<file path="src/rtl/lwc_post_processor.sv">
// Output stage of the SpoC-64 LWC datapath: wraps CryptoCore bdo/tag/verdict
// results into the LWC API do_data stream (header, masked data, tag, status).
module lwc_post_processor #(
    parameter int unsigned TAG_WORDS      = 4,
    parameter logic [31:0] STATUS_SUCCESS = 32'hE000_0000,
    parameter logic [31:0] STATUS_FAILURE = 32'hF000_0000
) (
    input  logic        clk,
    input  logic        rst,
    input  logic        op_valid,
    output logic        op_ready,
    input  logic        op_decrypt,
    input  logic [15:0] op_len,
    input  logic [31:0] bdo,
    input  logic        bdo_valid,
    output logic        bdo_ready,
    input  logic        msg_auth,
    input  logic        msg_auth_valid,
    output logic        msg_auth_ready,
    output logic [31:0] do_data,
    output logic        do_valid,
    input  logic        do_ready,
    output logic        do_last
);

    typedef enum logic [2:0] {
        S_IDLE, S_HDR, S_DATA, S_TAG_HDR, S_TAG, S_AUTH, S_STATUS
    } state_t;

    state_t      state_q, state_d;
    logic        decrypt_q, decrypt_d;
    logic [15:0] len_q, len_d;
    logic [15:0] rem_q, rem_d;
    logic [7:0]  cnt_q, cnt_d;
    logic        verdict_q, verdict_d;
    logic [31:0] do_data_q, do_data_d;
    logic        do_valid_q, do_valid_d;
    logic        do_last_q, do_last_d;

    logic        can_load;
    logic        bdo_fire;
    logic [31:0] data_mask;
    logic [15:0] rem_step;

    always_ff @(posedge clk or negedge rst) begin
        if (!rst) begin
            state_q    <= S_IDLE;
            decrypt_q  <= 1'b0;
            len_q      <= '0;
            rem_q      <= '0;
            cnt_q      <= '0;
            verdict_q  <= 1'b0;
            do_data_q  <= '0;
            do_valid_q <= 1'b0;
            do_last_q  <= 1'b0;
        end else begin
            state_q    <= state_d;
            decrypt_q  <= decrypt_d;
            len_q      <= len_d;
            rem_q      <= rem_d;
            cnt_q      <= cnt_d;
            verdict_q  <= verdict_d;
            do_data_q  <= do_data_d;
            do_valid_q <= do_valid_d;
            do_last_q  <= do_last_d;
        end
    end

    // Tail handling: only the first rem bytes of the final word are kept.
    always_comb begin
        case (rem_q)
            16'd1:   data_mask = 32'hFF00_0000;
            16'd2:   data_mask = 32'hFFFF_0000;
            16'd3:   data_mask = 32'hFFFF_FF00;
            default: data_mask = '1;
        endcase
        rem_step = (rem_q < 16'd4) ? rem_q : 16'd4;
    end

    always_comb begin
        state_d    = state_q;
        decrypt_d  = decrypt_q;
        len_d      = len_q;
        rem_d      = rem_q;
        cnt_d      = cnt_q;
        verdict_d  = verdict_q;
        do_data_d  = do_data_q;
        do_valid_d = do_valid_q && !do_ready;
        do_last_d  = do_last_q && do_valid_d;

        case (state_q)
            S_IDLE: begin
                if (op_valid) begin
                    decrypt_d = op_decrypt;
                    len_d     = op_len;
                    rem_d     = op_len;
                    state_d   = S_HDR;
                end
            end
            S_HDR: begin
                if (can_load) begin
                    do_data_d  = decrypt_q ? {8'h43, 8'h00, len_q} : {8'h52, 8'h00, len_q};
                    do_valid_d = 1'b1;
                    do_last_d  = 1'b0;
                    if (len_q == 16'd0)
                        state_d = decrypt_q ? S_AUTH : S_TAG_HDR;
                    else
                        state_d = S_DATA;
                end
            end
            S_DATA: begin
                if (bdo_fire) begin
                    do_data_d  = bdo & data_mask;
                    do_valid_d = 1'b1;
                    do_last_d  = 1'b0;
                    rem_d      = rem_q - rem_step;
                    if (rem_q == rem_step)
                        state_d = decrypt_q ? S_AUTH : S_TAG_HDR;
                end
            end
            S_TAG_HDR: begin
                if (can_load) begin
                    do_data_d  = {8'h83, 8'h00, 16'(TAG_WORDS * 4)};
                    do_valid_d = 1'b1;
                    do_last_d  = 1'b0;
                    cnt_d      = '0;
                    state_d    = S_TAG;
                end
            end
            S_TAG: begin
                if (bdo_fire) begin
                    do_data_d  = bdo;
                    do_valid_d = 1'b1;
                    do_last_d  = 1'b0;
                    cnt_d      = cnt_q + 8'd1;
                    if (cnt_q == 8'(TAG_WORDS - 1)) begin
                        verdict_d = 1'b1;
                        state_d   = S_STATUS;
                    end
                end
            end
            S_AUTH: begin
                if (msg_auth_valid) begin
                    verdict_d = msg_auth;
                    state_d   = S_STATUS;
                end
            end
            S_STATUS: begin
                if (can_load) begin
                    do_data_d  = verdict_q ? STATUS_SUCCESS : STATUS_FAILURE;
                    do_valid_d = 1'b1;
                    do_last_d  = 1'b1;
                    state_d    = S_IDLE;
                end
            end
            default: state_d = S_IDLE;
        endcase
    end

    always_comb begin
        can_load       = !do_valid_q || do_ready;
        op_ready       = (state_q == S_IDLE);
        bdo_ready      = ((state_q == S_DATA) || (state_q == S_TAG)) && can_load;
        msg_auth_ready = (state_q == S_AUTH);
        bdo_fire       = bdo_valid && bdo_ready;
    end

    assign do_data  = do_data_q;
    assign do_valid = do_valid_q;
    assign do_last  = do_last_q;

endmodule

</file>
<file path="config.mk">
export PLATFORM = sky130hd
export DESIGN_NAME = lwc_post_processor
export DESIGN_NICKNAME = d
export VERILOG_FILES = /design/src/rtl/lwc_post_processor.sv
export SDC_FILE = /design/constraint.sdc
export NUM_CORES = 1
export LEC_CHECK = 0
export ABC_CLOCK_PERIOD_IN_PS = 6700
export BUFFER_PORTS_ARGS = -buffer_cell sky130_fd_sc_hd__buf_4
export CELL_PAD_IN_SITES_DETAIL_PLACEMENT = 1
export CELL_PAD_IN_SITES_GLOBAL_PLACEMENT = 2
export CORE_MARGIN = 5
export CORE_UTILIZATION = 36
export CTS_BUF_LIST = sky130_fd_sc_hd__clkbuf_4 sky130_fd_sc_hd__clkbuf_8
export DETAILED_ROUTE_END_ITERATION = 7
export PLACE_DENSITY_LB_ADDON = 0.1
export SYNTH_ARGS = -nofsm -noshare
export SYNTH_HDL_FRONTEND = slang
export SYNTH_SLANG_ARGS = --single-unit
</file>
<file path="constraint.sdc">
create_clock -name clk -period 6.7 [get_ports clk]
set_input_delay 1.34 -clock clk [delete_from_list [all_inputs] [get_ports clk]]
set_output_delay 1.34 -clock clk [all_outputs]
set_load 0.02 [all_outputs]
</file>
Word level (Yosys, flattened, before mapping)
Cells that the tools add are included. W data, S select, Z words.

Add/subtract/negate cells: 2. Order comparisons: 1. Equal/unequal tests: 20. Mux-type cells: 39. Bitwise operators: 1. Reductions and logical operators: 23.

Operators by type and width (number): $mux W32 (5); $pmux W32 S5 (1); $pmux W24 S3 (1); $mux W29 (2); $mux W16 (3); $mux W3 (11); $and A32 B32 Y32 (1); $eq A16 B2 Y1 const B (2); $pmux W16 S2 (1); $pmux W3 S7 (1); $ne A2 B2 Y1 const B (9); $eq A16 B1 Y1 const B (1); $eq A16 B16 Y1 (1); $logic_not A16 Y1 (1); $lt A16 B3 Y1 const B (1); $mux W8 (2); $pmux W8 S2 (1); $sub A16 B16 Y16 (1); $eq A3 B3 Y1 const B (3); $reduce_and A9 Y1 (1); $add A8 B1 Y8 const B (1); $eq A8 B2 Y1 const B (1); $mux W1 (8); $eq A3 B2 Y1 const B (2); other kinds (15) (25).

Register bits after elaboration: 79. Input bits: 56. Output and inout port bits: 37. Word-level logic and storage cells: 95.

Longest topological paths before layout
Word-level depth: 6. Depth in mapped cells: 9. Gate-level depth less buffers: 9.

Least setup slack after synthesis
Ideal clock, no wire load.

Path kind: input to output. From: input do_ready. To: output bdo_ready. Arrival: 1686 ps. Required time: 5360 ps. Slack: 3674 ps. Stages: 2. Path buffers: 0. Path through: nor2b_1 -> nor2_1.

Cells in the longest elaborated chain, start to end: 2.

Ends and longest elaborated chain: start: declaration (RTL line 22) `input logic do_ready,`; $logic_or A1 B1 Y1 (RTL line 161) `can_load = !do_valid_q || do_ready;`; $logic_and A1 B1 Y1 (RTL line 163) `bdo_ready = ((state_q == S_DATA) || (state_q == S_TAG)) && can_load;`; end: declaration (RTL line 16) `output logic bdo_ready,`.

Every way passes these cells.

Worst setup path in the final report
From: register state_q[2]. To: output bdo_ready.

Cells in the longest elaborated chain, start to end: 3. Elaborated cells on any way between the ends: 4. Classes of those cells: eq/ne: 2; reduce/logical: 2.

Ends and longest elaborated chain: start: declaration (RTL line 30) `state_t state_q, state_d;`; start signal: assignment (RTL line 57) `state_q <= state_d;`; $eq A3 B2 Y1 / $eq A3 B3 Y1 (equally long branches) (RTL line 163); $logic_or A1 B1 Y1 * (RTL line 163); $logic_and A1 B1 Y1 * (RTL line 163).

Mark *: on every way between the ends. The rest lies on a longest branch, timed or not.

==> out/summary.md <==
The area added between synthesis and finish is 24.47%, and the slack of the worst reg-to-reg path is 3930 ps. Buffers inserted during clock tree synthesis total 9. The floorplan step set the die height to 116.3 um. The total count of hold-check failures in the final report is 0, and the number of vias per cell after detailed routing is 5.658. Global routing finished with a remaining overflow of 0. The kind of critical path was reg -> out.

The core region is 10940 um2. The logs give 0 for the post-CTS setup buffer count and 5360 ps for the required time of the critical path. The tools report the number of rows created at floorplan as 38. After clock tree synthesis, the flow added hold-fix buffers numbering 0. The net count after synthesis was 504; the total negative slack for setup checks was 0 ps. Final period demand of the worst path: 3254 ps. The commonest cells after synthesis are sky130_fd_sc_hd__nand2_1 (87), sky130_fd_sc_hd__dfrtp_1 (79), sky130_fd_sc_hd__o21ai_0 (39).

The largest total area in the synthesized netlist belongs to sky130_fd_sc_hd__dfrtp_1. The logs give 4065 um2 for the netlist area before placement and 0 for the antenna diode count. Dividing the detail-routed wire length by the instance count gives 19.01 um. The tools report the number of nets still failing antenna checks after routing as 0.

The critical path goes through nand2b_1, a21o_1, nor2_1, buf_4. The area share of the largest cell type after synthesis is 0.4863, and the synthesized area per cell is 9.115 um2. The first global-routing pass estimated 21.35 mm of wire. The placed instances occupy a cell area of 4875 um2. Hold is met by 474.3 ps.

The end-of-flow core utilization was 0.4627; the critical path's largest stage delay was 730 ps. In this run the tool buffered the top-level ports with 92 buffer cells. In the synthesized netlist, the number of instances is 446. Final-report max-slew violation count: 0. The finished cells cover 5060 um2. By area the synthesized netlist is led by sky130_fd_sc_hd__dfrtp_1 (49%), sky130_fd_sc_hd__nand2_1 (8.0%), sky130_fd_sc_hd__o21ai_0 (4.8%), sky130_fd_sc_hd__nor2_1 (3.5%), sky130_fd_sc_hd__a22o_1 (2.2%). The worst hold path belongs to the class reg -> reg. The number of enable flip-flop cells after synthesis came out at 0. The kind of end point of the critical path was an output port.

Based on the critical path, the design can be clocked at up to 0.3073 GHz. For the total iterations of the first detailed-routing run, the log shows 4. The static leakage power is 2.381 nW, and the worst path arrival time is 1910 ps.

The tree is rooted in a sky130_fd_sc_hd__clkbuf_8. The run gives 0 as the post-cts gate resize count. The slew at the pin closest to its max-slew limit was 1146 ps. The sequential fraction of the synthesis area was 0.4863. The cell area power density was 483.0 nW/um2; the number of antenna violations at the first check in global routing was 0. The run gives 2 as the maximum number of buffers from clock root to sink. The number of different library cells used by synthesis comes to 64. The critical-path maximum fanout was 18; the total number of H-tree levels was 3.

The fraction of final layout cells sized beyond drive strength 1 works out to 0.2332. The slowest stage of the critical path is the sky130_fd_sc_hd__dfrtp_1 cell. In the routed design, unresolved DRC markers number 0.

The via count of the first global-routing pass was 4038. The clock transition at the registers of the reported paths is 100 ps, and the full die area is 13520 um2. Final net count: 589. TritonCTS built the clock tree. Maximum number of pins on one net before global-route repair: 80. Setup violations remaining at the end of the flow were counted as 0. The clock skew after layout was 15.59 ps; the source-to-sink clock delay at the later pin of the worst-skew pair was 360 ps. Wires add up to 12.85 mm. The final route contains 3825 vias. The share of the cycle needed by the critical path after routing came out at 0.4857. The number of standard cells in the layout, taps in and fillers out was 676.

The horizontal die dimension is 116.3 um. The relative max-transition margin is 0.2363. The main flop type after synthesis is sky130_fd_sc_hd__dfrtp_1. The dominant cell by count in the synthesized netlist is sky130_fd_sc_hd__nand2_1.

The number of cells in the design after placement is 660. For the overall track demand over capacity in global routing, the log shows 0.1995. The flow ran to the end, and the final reports show no timing, DRC or antenna violations.

VDD sags by at most 0.0002146 V. For this block, the initial DRC count from the detailed router was 179. The synthesized design contains 79 register bits. The number of I/O pins was 93; the warning count from the yosys run was 0. Setup repair after global routing left no endpoint under its margin.

Element type at the critical path start: a register. Max-cap check violation count: 0. The final weighted congestion in routability-driven placement is 0.8500, and the number of sinks driven by the clock tree is 79.

For the initial core utilization, the log shows 0.3717. Once detailed placement completed, the half-perimeter wirelength came to 9.360 mm. The share of synthesized flip-flops with an asynchronous set or reset was 1.000.
flip-flops by register name, indices dropped and copies added (netlist names):
signal,flops
cnt_q,8
decrypt_q,1
do_data,32
do_last,1
do_valid,1
len_q,16
rem_q,16
state_q,3
verdict_q,1
through the flow:
stage / total power, W / setup WS (ps)
after floorplan: 0.001669 / 3674
after global placement: 0.002079 / 3507
after detailed placement: 0.002117 / 3484
after CTS: 0.002475 / 3411
after global routing: 0.002646 / 3316
final: 0.002444 / 3446
cell usage in the layout, fill, tap and decap left out, drive strengths merged, types with 6 or more instances in the layout:
cell type  count
a21oi         12
a221o          8
a221oi         7
a22o          10
a311oi         7
and3          13
buf           98
clkbuf         9
dfrtp         79
inv           12
nand2         87
nand2b         7
nand3         13
nand4          6
nor2          38
nor3           9
nor4          10
o21ai         41
o31ai          6
power breakdown:
part	internal (W)	switching, W	leakage [nW]
clock network	0.000143	0.000209	0.0945
logic	0.000482	0.000704	1.30
registers	0.000682	0.000224	0.987
path summary, 6_finish.rpt:
check / end / from / cells after the start
worst max-delay path: bdo_ready / state_q[2] / 4
worst min-delay path: do_data[27] / do_data[27] / 2
worst max register to register: rem_q[12] / state_q[0] / 5
worst min register to register: do_data[27] / do_data[27] / 2
max in group asynchronous: rem_q[3] / rst / 1
min in group asynchronous: do_data[23] / rst / 1
cell families after synthesis:
group                      after synthesis  share of synthesized area
xor gates and xnor gates                 1                   0.002155
and+or+nand+nor                        204                     0.2490
buffers and inverters                   32                    0.03232
AOI/OAI and AO/OA                      121                     0.2081
other                                    1                  0.0009225
muxes                                    3                   0.007695
adders and majority gates                5                    0.01354
DFF                                     79                     0.4863
critical path, delay by kind of cell (launching register included):
family                 cells  cell delay (ps)
AOI/OAI and AO/OA          1              290
buffers and inverters      1              160
DFF                        1              730
and+or+nand+nor            2              370
metal layers:
metal,share of wire,GRT usage,vias up
met2,0.51,0.3436,78
li1,-,-,1807
met5,0,0,-
met3,0.042,0.02487,6
met1,0.44,0.2644,1934
met4,0.0083,0.05568,0
cell type report:
cell class / count / area, um2
Clock buffer: 9 / 123.9
Timing Repair Buffer: 98 / 735.7
Inverter: 8 / 30.03
Sequential cell: 79 / 1977
Clock inverter: 7 / 61.31
Multi-Input combinational cell: 335 / 1957
Fill cell: 1305 / 5876
Tap cell: 140 / 175.2
Power figures use the tool's default switching activity.
